[config.mk]
export PLATFORM = sky130hd
export DESIGN_NAME = dmem_arbiter
export DESIGN_NICKNAME = d
export VERILOG_FILES = /design/src/rtl/dmem_arb_pkg.sv /design/src/rtl/dmem_arbiter.sv
export SDC_FILE = /design/constraint.sdc
export NUM_CORES = 1
export LEC_CHECK = 0
export BUFFER_PORTS_ARGS = -buffer_cell sky130_fd_sc_hd__buf_2
export CAP_MARGIN = 20
export CORE_MARGIN = 2
export CORE_UTILIZATION = 28
export DETAILED_ROUTE_END_ITERATION = 16
export GPL_TIMING_DRIVEN = 0
export PLACE_DENSITY = 0.78
export SKIP_CTS_REPAIR_TIMING = 1
export SLEW_MARGIN = 5
export SYNTH_ARGS = -nofsm -noshare
export SYNTH_HDL_FRONTEND = slang
export SYNTH_SLANG_ARGS = --single-unit
export TNS_END_PERCENT = 10
[constraint.sdc]
create_clock -name clk -period 1.5 [get_ports clk]
set_input_delay 0.075 -clock clk [delete_from_list [all_inputs] [get_ports clk]]
set_output_delay 0.075 -clock clk [all_outputs]
set_load 0.03 [all_outputs]
[src/rtl/dmem_arb_pkg.sv]
`default_nettype none
// ============================================================================
// Module      : dmem_arb_pkg
// Description : Shared constants for the two-port data-memory arbiter:
//               the arbiter state encoding, its width, and default bus widths.
// Revision    : 1.0 - initial release
// ============================================================================
package dmem_arb_pkg;

    // Width of the arbiter state register and of the arb_state debug port.
    localparam int STATE_W = 2;

    // Arbiter state encoding. The value 3 is illegal and recovers to IDLE.
    localparam logic [STATE_W-1:0] IDLE = 2'd0;
    localparam logic [STATE_W-1:0] OWN0 = 2'd1;
    localparam logic [STATE_W-1:0] OWN1 = 2'd2;

    // Default geometry of the 256x16 data memory and the burst hold limit.
    localparam int DEF_ADDR_W   = 8;
    localparam int DEF_DATA_W   = 16;
    localparam int DEF_MAX_HOLD = 4;

endpackage : dmem_arb_pkg
`default_nettype wire

[src/rtl/dmem_arbiter.sv]
`default_nettype none
// ============================================================================
// Module      : dmem_arbiter
// Description : Two-requester arbiter for a single-port data memory.
//               Port 0 is the processor load/store path, port 1 a secondary
//               master (loader / debug). One beat is accepted per cycle, the
//               owner's address/write/data are muxed onto the memory bus, and
//               read data comes back one cycle later with a per-port valid.
//
//               Default policy: round-robin, where an owner keeps the bus for
//               at most MAX_HOLD consecutive accepted beats while the other
//               port waits.
//               Build option DMEM_ARB_FIXED_PRI_EN: port 0 has strict
//               priority; a port 0 request preempts port 1 after the port 1
//               beat in flight, and MAX_HOLD no longer limits port 0.
//
// Ports       : clk, rst_n            clock, async active-low reset
//               req*_i/we*_i/addr*_i/wdata*_i   per-port request bundle
//               gnt*_o                beat accepted this cycle
//               rvalid*_o, rdata_o    read return (rdata shared by ports)
//               mem_addr_o/mem_wr_o/mem_wdata_o/mem_rdata_i  memory bus
//               arb_state_o           current arbiter state (debug)
// Revision    : 1.0 - initial release
// ============================================================================
module dmem_arbiter
    import dmem_arb_pkg::*;
#(
    parameter int ADDR_W   = DEF_ADDR_W,
    parameter int DATA_W   = DEF_DATA_W,
    parameter int MAX_HOLD = DEF_MAX_HOLD
) (
    input  logic                clk,
    input  logic                rst_n,

    input  logic                req0_i,
    input  logic                we0_i,
    input  logic [ADDR_W-1:0]   addr0_i,
    input  logic [DATA_W-1:0]   wdata0_i,

    input  logic                req1_i,
    input  logic                we1_i,
    input  logic [ADDR_W-1:0]   addr1_i,
    input  logic [DATA_W-1:0]   wdata1_i,

    output logic                gnt0_o,
    output logic                gnt1_o,
    output logic                rvalid0_o,
    output logic                rvalid1_o,
    output logic [DATA_W-1:0]   rdata_o,

    output logic [ADDR_W-1:0]   mem_addr_o,
    output logic                mem_wr_o,
    output logic [DATA_W-1:0]   mem_wdata_o,
    input  logic [DATA_W-1:0]   mem_rdata_i,

    output logic [STATE_W-1:0]  arb_state_o
);

    // Counter wide enough to hold the value MAX_HOLD itself.
    localparam int HOLD_W = (MAX_HOLD < 1) ? 1 : $clog2(MAX_HOLD + 1);
    localparam logic [HOLD_W-1:0] HOLD_MAX = HOLD_W'(MAX_HOLD);

`ifdef DMEM_ARB_FIXED_PRI_EN
    localparam bit FIXED_PRI = 1'b1;
`else
    localparam bit FIXED_PRI = 1'b0;
`endif

    // ------------------------------------------------------------------
    // State
    // ------------------------------------------------------------------
    logic [STATE_W-1:0] state_q,      state_d;
    logic               last_owner_q, last_owner_d;
    logic [HOLD_W-1:0]  hold_cnt_q,   hold_cnt_d;
    logic               rvalid0_q,    rvalid0_d;
    logic               rvalid1_q,    rvalid1_d;

    // Hold count after one more accepted beat; saturates at MAX_HOLD so an
    // owner that is never contested can keep streaming without wrapping.
    logic [HOLD_W-1:0]  hold_inc;
    logic               hold_full;

    always_comb begin
        if (hold_cnt_q >= HOLD_MAX) begin
            hold_inc = HOLD_MAX;
        end else begin
            hold_inc = hold_cnt_q + HOLD_W'(1);
        end
        hold_full = (hold_inc == HOLD_MAX);
    end

    // ------------------------------------------------------------------
    // Grants and memory bus mux
    // ------------------------------------------------------------------
    // A grant simply reflects the owner's request, so gnt doubles as the
    // "beat accepted" strobe for that port.
    always_comb begin
        gnt0_o = (state_q == OWN0) && req0_i;
        gnt1_o = (state_q == OWN1) && req1_i;
    end

    // The bus idles at all-zeros whenever nobody is granted, so a stale
    // address never leaks onto the memory.
    always_comb begin
        mem_addr_o  = '0;
        mem_wdata_o = '0;
        mem_wr_o    = 1'b0;
        if (gnt0_o) begin
            mem_addr_o  = addr0_i;
            mem_wdata_o = wdata0_i;
            mem_wr_o    = we0_i;
        end else if (gnt1_o) begin
            mem_addr_o  = addr1_i;
            mem_wdata_o = wdata1_i;
            mem_wr_o    = we1_i;
        end
    end

    // ------------------------------------------------------------------
    // Next-state logic
    // ------------------------------------------------------------------
    always_comb begin
        state_d      = state_q;
        last_owner_d = last_owner_q;
        hold_cnt_d   = hold_cnt_q;

        case (state_q)
            IDLE: begin
                // No grant here: arbitration costs one cycle.
                hold_cnt_d = '0;
                if (req0_i && req1_i) begin
                    // Round-robin favours the port that did not go last.
                    if (FIXED_PRI || last_owner_q) begin
                        state_d = OWN0;
                    end else begin
                        state_d = OWN1;
                    end
                end else if (req0_i) begin
                    state_d = OWN0;
                end else if (req1_i) begin
                    state_d = OWN1;
                end
            end

            OWN0: begin
                if (!req0_i) begin
                    // Owner went quiet: hand straight over, no IDLE bubble.
                    hold_cnt_d = '0;
                    state_d    = req1_i ? OWN1 : IDLE;
                end else begin
                    last_owner_d = 1'b0;
                    if (!FIXED_PRI && req1_i && hold_full) begin
                        hold_cnt_d = '0;
                        state_d    = OWN1;
                    end else begin
                        hold_cnt_d = hold_inc;
                    end
                end
            end

            OWN1: begin
                if (!req1_i) begin
                    hold_cnt_d = '0;
                    state_d    = req0_i ? OWN0 : IDLE;
                end else begin
                    last_owner_d = 1'b1;
                    // In fixed-priority builds any port 0 request preempts
                    // after the current port 1 beat completes.
                    if (req0_i && (FIXED_PRI || hold_full)) begin
                        hold_cnt_d = '0;
                        state_d    = OWN0;
                    end else begin
                        hold_cnt_d = hold_inc;
                    end
                end
            end

            default: begin
                // Illegal encoding: recover without granting anything.
                hold_cnt_d = '0;
                state_d    = IDLE;
            end
        endcase
    end

    // Read valid follows an accepted read by exactly one cycle, matching the
    // one-cycle memory read latency. Writes never raise it.
    always_comb begin
        rvalid0_d = gnt0_o && !we0_i;
        rvalid1_d = gnt1_o && !we1_i;
    end

    // ------------------------------------------------------------------
    // Registers
    // ------------------------------------------------------------------
    // last_owner resets to 1 so that port 0 wins the first tie.
    always_ff @(posedge clk or negedge rst_n) begin
        if (!rst_n) begin
            state_q      <= IDLE;
            last_owner_q <= 1'b1;
            hold_cnt_q   <= '0;
            rvalid0_q    <= 1'b0;
            rvalid1_q    <= 1'b0;
        end else begin
            state_q      <= state_d;
            last_owner_q <= last_owner_d;
            hold_cnt_q   <= hold_cnt_d;
            rvalid0_q    <= rvalid0_d;
            rvalid1_q    <= rvalid1_d;
        end
    end

    // ------------------------------------------------------------------
    // Outputs
    // ------------------------------------------------------------------
    assign rvalid0_o   = rvalid0_q;
    assign rvalid1_o   = rvalid1_q;
    assign rdata_o     = mem_rdata_i;
    assign arb_state_o = state_q;

endmodule : dmem_arbiter
`default_nettype wire

# Yosys cells after proc, flatten, opt, wreduce, memory -nomap -nowiden
# Index checks and enable logic that the tools add are counted.
[word_totals]
input_bits = 70
reg_bits = 8
output_inout_bits = 47
elab_cells = 54
[classes]
n_eq_ne = 8
n_reduce_logical = 13
add_sub_neg = 1
order_cmp = 1
n_mux = 26
[ops]
columns = ["operator", "count"]
rows = [
  ["$mux W16", 2],
  ["$mux W2", 9],
  ["$mux W8", 2],
  ["$mux W3", 5],
  ["$logic_and A1 B1 Y1", 7],
  ["$ne A3 B2 Y1 const B", 2],
  ["$pmux W2 S3", 1],
  ["$pmux W3 S2", 1],
  ["$reduce_and A3 Y1", 2],
  ["$mux W1", 5],
  ["$ne A2 B2 Y1 const B", 2],
  ["$ne A4 B4 Y1 const B", 1],
  ["$add A3 B1 Y3 const B", 1],
  ["$eq A3 B3 Y1 const B", 1],
  ["$ge A3 B3 Y1 const B", 1],
  ["$eq A2 B1 Y1 const B", 1],
  ["$eq A2 B2 Y1 const B", 1],
  ["$logic_not A1 Y1", 2],
  ["$logic_not A2 Y1", 1],
  ["$pmux W1 S2", 1],
  ["$reduce_bool A2 Y1", 1],
]

# Longest topological paths before layout
# Gate-level depths: netlist of run 1.
[logic_depth]
word_depth = 7
depth_mapped = 8
depth_no_buf = 6

# Worst setup path before layout of run 1
# No wires, ideal clock.
[synth_timing]
path_type = "register to output"
from = "reg state_q[1], in the netlist arb_state_o[1]"
to = "out mem_addr_o[0]"
arrival_ns = 1.847
n_path_buf = 2
t_required_ns = 1.425
setup_slack_ns = -0.422
stages_incl_launch_ff = 9
cell_sequence = "dfrtp_1 > inv_1 > ha_1 > nand2_1 > inv_2 > buf_2 > nor2_2 > buf_4 > a22o_1"
[synth_via]
elab_chain_len = 4
elab_cells_between_ends = 6
classes_between = "eq/ne (2); mux (2); reduce/logical (2)"
[synth_lines]
columns = ["element", "line", "source"]
rows = [
  ["start: declaration", "dmem_arbiter.sv:72", "logic [STATE_W-1:0] state_q, state_d;"],
  ["start signal: assignment", "dmem_arbiter.sv:205", "state_q <= state_d;"],
  ["$eq A2 B2 Y1", "dmem_arbiter.sv:99", "gnt1_o = (state_q == OWN1) && req1_i;"],
  ["$logic_and A1 B1 Y1", "dmem_arbiter.sv:99", ""],
  ["$mux W8", "dmem_arbiter.sv:112", "end else if (gnt1_o) begin"],
  ["$mux W8 *", "dmem_arbiter.sv:108", "if (gnt0_o) begin"],
  ["end: declaration", "dmem_arbiter.sv:51", "output logic [ADDR_W-1:0] mem_addr_o,"],
]
# Every way passes the cells marked *; elsewhere a longest branch is shown, timed or not.

# Worst setup path in the final report of run 1
[layout_timing]
from = "reg state_q[1], in the netlist arb_state_o[1]"
to = "out mem_wdata_o[10]"
[layout_via]
elab_chain_len = 4
elab_cells_between_ends = 6
classes_between = "eq/ne (2); mux (2); reduce/logical (2)"
[layout_lines]
columns = ["element", "line", "source"]
rows = [
  ["$eq A2 B2 Y1", "dmem_arbiter.sv:99", ""],
  ["$logic_and A1 B1 Y1", "dmem_arbiter.sv:99", ""],
  ["$mux W16", "dmem_arbiter.sv:112", ""],
  ["$mux W16 *", "dmem_arbiter.sv:108", ""],
  ["end: declaration", "dmem_arbiter.sv:53", "output logic [DATA_W-1:0] mem_wdata_o,"],
]
# Marked as above.

==> results of run 1 <==
==> through the flow <==
step	instance area, um^2	TNS (ns)	std cells
after floorplan	1070	-1.05	96
after global placement	1610	-4.35	227
after detailed placement	1610	-4.35	227
after CTS	1630	-12.20	231
after global routing	2000	-13.15	249
final	2000	-11.14	249
==> routing by layer <==
layer | up-vias | track usage [%] | share of wire, %
met2 | 77 | 34.1 | 52
met3 | 15 | 4.18 | 8.4
met1 | 567 | 18.4 | 35
met4 | 0 | 9.42 | 4.3
li1 | 581 | - | -
met5 | - | 0 | 0
==> report_power, final <==
group          total, W  internal [W]  switching, W
Clock          0.000194      0.000103     0.0000913
Sequential     0.000351      0.000287     0.0000646
Combinational   0.00227       0.00111       0.00115
Total           0.00281       0.00150       0.00131
==> final timing paths <==
kind | startpoint | slack, ns | end | cells after the start
worst min register to register | hold_cnt_q[0]$_DFF_PN0_ | 0.49 | hold_cnt_q[0]$_DFF_PN0_ | 1
worst max-delay path | arb_state_o[1]$_DFFE_PN0P_ | -0.45 | mem_wdata_o[10] | 10
worst min-delay path | req0_i | 0.11 | rvalid0_o$_DFF_PN0_ | 3
max in group asynchronous | rst_n | 1.08 | last_owner_q$_DFFE_PN1P_ | 2
worst max register to register | hold_cnt_q[0]$_DFF_PN0_ | -0.29 | arb_state_o[1]$_DFFE_PN0P_ | 6
min in group asynchronous | rst_n | 0.17 | hold_cnt_q[1]$_DFF_PN0_ | 2
==> Yosys cell counts, types with 2 or more instances <==
cell | number | area, um^2
nor2_1 | 5 | 18.8
inv_1 | 5 | 18.8
buf_4 | 18 | 135
dfrtp_1 | 7 | 175
ha_1 | 6 | 75.1
nand2_1 | 3 | 11.3
a22o_1 | 25 | 219
o21ai_0 | 3 | 15.0
inv_2 | 2 | 7.51
mux2_1 | 2 | 22.5
buf_2 | 2 | 10.0
nand2b_1 | 2 | 12.5
a21oi_1 | 3 | 15.0
==> layout by cell type (no fill, tap or decap), types with 2 or more instances in the layout <==
master / instances
buf_8: 4
a21oi_1: 3
a22o_4: 20
clkbuf_4: 3
nand2_1: 2
ha_2: 2
a22o_1: 5
nand2_4: 2
buf_6: 23
inv_4: 2
dlygate4sd3_1: 3
inv_2: 2
dfrtp_1: 5
nand2b_1: 2
clkbuf_16: 2
dfrtp_2: 2
o21ai_0: 3
buf_4: 29
inv_1: 3
nor2_1: 5
ha_1: 3
buf_2: 77
==> registers in the layout, indices dropped and copies added, names as in the netlist <==
register	count
hold_cnt_q	3
rvalid1_o	1
rvalid0_o	1
last_owner_q	1
arb_state_o	2
==> worst reg2reg max path, stage by stage (launching register included) <==
cell and delay (ns):
dfrtp_1 0.39, inv_1 0.06, ha_1 0.28, and3b_1 0.18, o21ai_1 0.18, o32a_1 0.21
mux2_2 0.36
==> cell type report <==
type / count / area [um^2] / share of cell area (%)
multi-input cells: 60 / 682 / 34.0
repair buffers: 118 / 830 / 41.4
well taps: 31 / 38.8 / 1.94
inverters: 7 / 31.3 / 1.56
clock buffers: 4 / 26.3 / 1.31
flip-flops and latches: 8 / 204 / 10.2
plain buffers: 21 / 193 / 9.61
==> kinds of logic (layout without fill, tap and decap cells) <==
kind of cell / Yosys count / after routing
AOI/OAI and AO/OA: 36 / 36
adders and majority gates: 6 / 6
buffers and inverters: 28 / 150
DFF: 8 / 8
muxes: 2 / 2
and+or+nand+nor: 16 / 16
==> run_results.csv, run 1 <==
group,metric,value,unit
timing,layout_setup_ws,-0.447,ns
yosys,yosys_warnings,0,
layout,syn_to_final_growth,138,%
yosys,yosysSeqAreaShare,23.9,%
yosys,ys_types,26,
global_routing,overflow,0,
die,dieArea,3470,um^2
clock_tree,cts_inserted_buffers,3,
global_routing,grt_first_pass_wirelength,4690,um
critical_path,critical-path-max-stage-delay,0.43,ns
die,die_y,58.9,um
critical_path,crit_family,"buffers and inverters",
clock_tree,clockBufferDepth,2,
routing,via_per_inst,4.98,
routing,wl_per_cell,18.1,um
timing,period_needed,1.95,ns
yosys,synth_xor_area_share,0,%
yosys,syn_nets,172,
run_status,violations,"DRC, setup timing",
timing,finalHoldViolations,0,
yosys,synth_compound_area_share,33.8,%
critical_path,worst_setup_path_start_kind,"register",
clock_tree,cts_root_buf,"clkbuf_4",
yosys,synth-adder-area-share,8.90,%
yosys,avgSynthCellArea,8.78,um^2
timing,hold_ws,0.112,ns
pwr,p_leak,1.13,nW
critical_path,path_cells,"inv_2 -> ha_4 -> nand2_4 -> inv_4 -> buf_8 -> nor2_4 -> buf_6 -> clkbuf_16 -> a22o_4 -> buf_6",
routing,drt-total-wl,4510,um
die,rows,19,
routing,route.detailed.drc,9,
critical_path,cp-end-kind,"output pin",
run_status,status,"finished, violations left",
routing,via_count,1240,
yosys,synth.ff_latch_count,8,
die,core-area,2810,um^2
layout,final_util,71.5,%
placement,place_congestion,0.810,
yosys,synth_ff_type,"dfrtp_1",
global_routing,grt_max_degree,11,
layout,fillers,190,
critical_path,criticalPathCategory,"reg2out",
global_routing,grt_pass1_vias,1043,
timing,fin_crit_sh,130,%
critical_path,cp_data_required_time,1.42,ns
clock_tree,cts.sinks,8,
pwr,p_per_area,1400,nW/um^2
die,dieWidth,58.9,um
timing,fin_worst_skew,0.00712,ns
critical_path,cp_slowest_cell,"dfrtp_2",
placement,place.detailed.hpwl,2840,um
pwr,peakVddDrop,0.700,mV
die,start_util,30.1,%
placement,port_buffers,100,
job,maxCapViolCount,0,
yosys,ys_async_sr_fraction,100,%
die,io_pins,117,
layout,nNetsFinal,295,
clock_tree,tritoncts,"yes",
critical_path,path_buf_inv,6,
critical_path,cp_common_cell,"buf_6",
routing,drtAntennaViolNets,0,
critical_path,critPathMaxFanout,8,
global_routing,antenna_found_initial,0,
routing,drt-initial-drc-count,59,
yosys,synth.area.mux_share,2.67,%
timing,slew_headroom,83.5,%
timing,rsz0062_at_grt,"true",
hold_path,hold_path_class,"in2reg",
timing,fmax,0.513,GHz
clock_tree,path_clk_slew,0.06,ns
layout,drive_above_1_share,79.8,%
timing,setup_viol,30,
clock_tree,htreeDepth,1,
timing,tightest_slew,0.244,ns
yosys,synthSimpleGateAreaFrac,9.94,%
placement,place_ws,-0.232,ns
clock_tree,clk_latency,0.27,ns
timing,final_max_slew_viol_count,0,
yosys,synth_cells,96,
pwr,p_total,0.00281,W
yosys,synth_edf_count,0,
yosys,synth_top_family_by_area,"compound AO/OA/AOI/OAI gates",
global_routing,grt.total_usage,18.2,%
yosys,synth_area,843,um^2
routing,firstDrtPassIters,12,
critical_path,crit_arrival,1.87,ns
layout,n_antenna_cell,0,
Note: power is estimated with default switching activity, not from simulation.
==> run 2: changes to the inputs <==
--- a/config.mk
+++ b/config.mk
@@ -5,13 +5,14 @@
 export SDC_FILE = /design/constraint.sdc
 export NUM_CORES = 1
 export LEC_CHECK = 0
+export ABC_AREA = 1
 export BUFFER_PORTS_ARGS = -buffer_cell sky130_fd_sc_hd__buf_2
 export CAP_MARGIN = 20
 export CORE_MARGIN = 2
-export CORE_UTILIZATION = 28
+export CORE_UTILIZATION = 30
 export DETAILED_ROUTE_END_ITERATION = 16
 export GPL_TIMING_DRIVEN = 0
-export PLACE_DENSITY = 0.78
+export PLACE_DENSITY = 0.77
 export SKIP_CTS_REPAIR_TIMING = 1
 export SLEW_MARGIN = 5
 export SYNTH_ARGS = -nofsm -noshare
==> run 2 against run 1 <==
  * The flow finishes with violations (setup timing)
  * Synthesized area grew 17%
  * Clock power shrank 4%
  * Utilization shrank 6.1 points
  * Critical path depth shrank 2
  * Die area grew 8.6%
  * Global-route usage shrank 1.9 points
  * Synthesized cell count grew 66%
  * Design area grew 1.2%
  * Maximum frequency grew 18%
  * Combinational power shrank 7%
  * Clock skew grew 0.0013 ns
  * Sequential power shrank 2%
==> run_results.csv, run 2 <==
group,metric,value,unit
clock_tree,clk_latency,0.26,ns
pwr,p_per_area,1300,nW/um^2
timing,period_needed,1.64,ns
layout,n_antenna_cell,0,
clock_tree,cts_inserted_buffers,3,
global_routing,grt_first_pass_wirelength,4570,um
timing,setup_viol,24,
critical_path,critPathLaunch,"arb_state_o[0]$_DFFE_PN0P_",
yosys,synth_edf_count,0,
yosys,synth_cells,159,
critical_path,worst_setup_path_start_kind,"register",
die,die_y,61.4,um
pwr,p_int,0.00130,W
die,io_pins,117,
layout,final_cell_mix,"buf_2, nand2_1, buf_6, buf_4, nand3_1",
global_routing,overflow,0,
placement,place.detailed.hpwl,2710,um
routing,route.detailed.drc,0,
job,maxCapViolCount,0,
timing,layout_setup_ws,-0.144,ns
routing,drtAntennaViolNets,0,
pwr,swShare,50.6,%
die,dieArea,3770,um^2
critical_path,cp_slowest_cell,"dfrtp_2",
clock_tree,htreeDepth,1,
layout,syn_to_final_growth,105,%
routing,drt-total-wl,4040,um
layout,largest_reg_flops,3,
timing,fmax,0.608,GHz
yosys,synth.area.top_cells,"nand2_1, dfrtp_1, buf_4, nand3_1, ha_1",
pwr,power_frac_seq,13.0,%
clock_tree,clockBufferDepth,2,
placement,port_buffers,99,
yosys,synth_top_area_cell,"nand2_1",
critical_path,critPathMaxFanout,6,
hold_path,hold_path_startpoint,"req0_i",
yosys,ys_async_sr_fraction,100,%
critical_path,crit_family,"flip-flops",
timing,fin_worst_skew,0.00840,ns
global_routing,grt_max_degree,11,
clock_tree,path_clk_slew,0.06,ns
run_status,violations,"setup timing",
routing,dr_wl_met3,292,um
global_routing,antenna_found_initial,0,
yosys,synth_common_cells,"nand2_1, nand3_1, buf_4",
routing,wl_per_cell,12.5,um
hold_path,hold_path_class,"in2reg",
clock_tree,cts_root_buf,"clkbuf_4",
routing,highest_layer,"met4",
yosys,syn_nets,235,
yosys,ys_types,17,
pwr,peakVddDrop,1.02,mV
critical_path,r2r_start,"hold_cnt_q[0]$_DFF_PN0_",
pwr,clkPwrFrac,7.1,%
timing,final_max_slew_viol_count,0,
die,dieWidth,61.4,um
yosys,synth.ff_latch_count,8,
routing,via_per_inst,4.49,
clock_tree,cts.sinks,8,
timing,rsz0062_at_grt,"true",
yosys,yosysMostFrequentCell,"nand2_1",
critical_path,cp-end-kind,"output pin",
pwr,pwr-share-comb,79.9,%
layout,nNetsFinal,356,
timing,tightest_slew,0.191,ns
critical_path,criticalPathCategory,"reg2out",
pwr,p_switching,0.00133,W
critical_path,path_buf_inv,4,
routing,via_count,1451,
die,rows,20,
critical_path,cp_data_required_time,1.42,ns
die,core-area,3100,um^2
layout,top_register,"hold_cnt_q",
routing,drt-initial-drc-count,62,
yosys,avgSynthCellArea,6.21,um^2
critical_path,path_cells,"inv_2 -> ha_4 -> nand2_4 -> inv_8 -> buf_6 -> nand3_1 -> nand2_1 -> buf_6",
die,start_util,31.8,%
critical_path,crit_arrival,1.57,ns
timing,slew_headroom,87.2,%
yosys,yosysSeqAreaShare,20.4,%
layout,final_util,65.4,%
routing,wl_met2,2130,um
yosys,synth_area,987,um^2
yosys,yosys_warnings,0,
timing,fin_crit_sh,110,%
global_routing,grt.total_usage,16.2,%
critical_path,cp_common_cell,"buf_6",
yosys,synth_top_area_share,23.2,%
pwr,p_leak,1.17,nW
placement,place_congestion,0.845,
layout,drive_above_1_share,63.1,%
yosys,synth_ff_type,"dfrtp_1",
critical_path,critical-path-max-stage-delay,0.45,ns
run_status,status,"finished, violations left",
global_routing,grt_pass1_vias,1113,
layout,final_common_cell,"buf_2",
routing,wl_met1,1520,um
routing,firstDrtPassIters,4,
placement,place_ws,-0.105,ns
clock_tree,tritoncts,"yes",
timing,finalHoldViolations,0,
==> run 2: cell count changes in the layout (fill, tap and decap cells not counted), moves of 5 or more <==
| cell | before | now |
|---|---|---|
| nand2_2 | 0 | 16 |
| nand3_1 | 0 | 23 |
| buf_6 | 23 | 30 |
| a22o_4 | 20 | 0 |
| nand2_1 | 2 | 48 |
| nand3_2 | 0 | 5 |
| a22o_1 | 5 | 0 |
==> run 2: layout make-up <==
type | instances | area (um^2)
repair buffers | 115 | 798
inverters | 11 | 61.3
repair inverters | 1 | 5.00
clock buffers | 4 | 26.3
plain buffers | 23 | 203
fillers | 300 | 1070
multi-input cells | 117 | 676
flip-flops and latches | 8 | 204
well taps | 44 | 55.1
==> run 2: logic make-up after synthesis <==
| logic type | share of synthesized area (%) |
|---|---|
| adder cells (fa/ha/maj) | 7.60 |
| AO/OA/AOI/OAI | 4.69 |
| AND/OR/NAND/NOR | 45.8 |
| flip-flops | 20.4 |
| buffers and inverters | 21.5 |
==> run 2: path summary, 6_finish.rpt <==
check / to / slack, ns / cells after the start
max: mem_wdata_o[9] / -0.14 / 8
min: last_owner_q$_DFFE_PN1P_ / 0.17 / 3
max reg2reg: arb_state_o[1]$_DFFE_PN0P_ / 0.04 / 8
min reg2reg: last_owner_q$_DFFE_PN1P_ / 0.48 / 2
max in group asynchronous: last_owner_q$_DFFE_PN1P_ / 1.06 / 2
min in group asynchronous: hold_cnt_q[2]$_DFF_PN0_ / 0.19 / 2
==> run 2: worst reg2reg max path, cell delays in order (launching register included) <==
cell and delay, ns:
dfrtp_1 0.37, inv_2 0.06, ha_1 0.31, o21bai_2 0.17, nand3_1 0.13, nand2_4 0.10, nand3_1 0.11, nand2_1 0.08
nand2_1 0.05
==> run 2: metal layers <==
metal / GRT usage [%] / vias up
met4: 5.47 / 0
li1: - / 728
met2: 28.6 / 76
met3: 5.25 / 10
met5: 0 / -
met1: 18.5 / 637
==> run 2: through the flow <==
| step | hold WS, ns | std cells | TNS [ns] | cell area [um^2] | power [W] |
|---|---|---|---|---|---|
| floorplan | -0.221 | 159 | 0 | 1020 | 0.00141 |
| finish | 0.167 | 323 | -1.96 | 2030 | 0.00263 |
| CTS | -0.353 | 306 | -8.71 | 1590 | 0.00202 |
| detailed placement | -0.0669 | 302 | -1.54 | 1570 | 0.00183 |
| global placement | -0.0729 | 302 | -0.950 | 1570 | 0.00180 |
| global route | 0.170 | 323 | -4.16 | 2030 | 0.00279 |
==> run 2: power by group through the flow <==
stage | Combinational, W | Clock [W] | Sequential [W]
final | 0.00210 | 0.000186 | 0.000343
after global routing | 0.00223 | 0.000210 | 0.000350
after CTS | 0.00149 | 0.000193 | 0.000334
after detailed placement | 0.00149 | 0 | 0.000335
after global placement | 0.00147 | 0 | 0.000334
after floorplan | 0.00103 | 0 | 0.000388
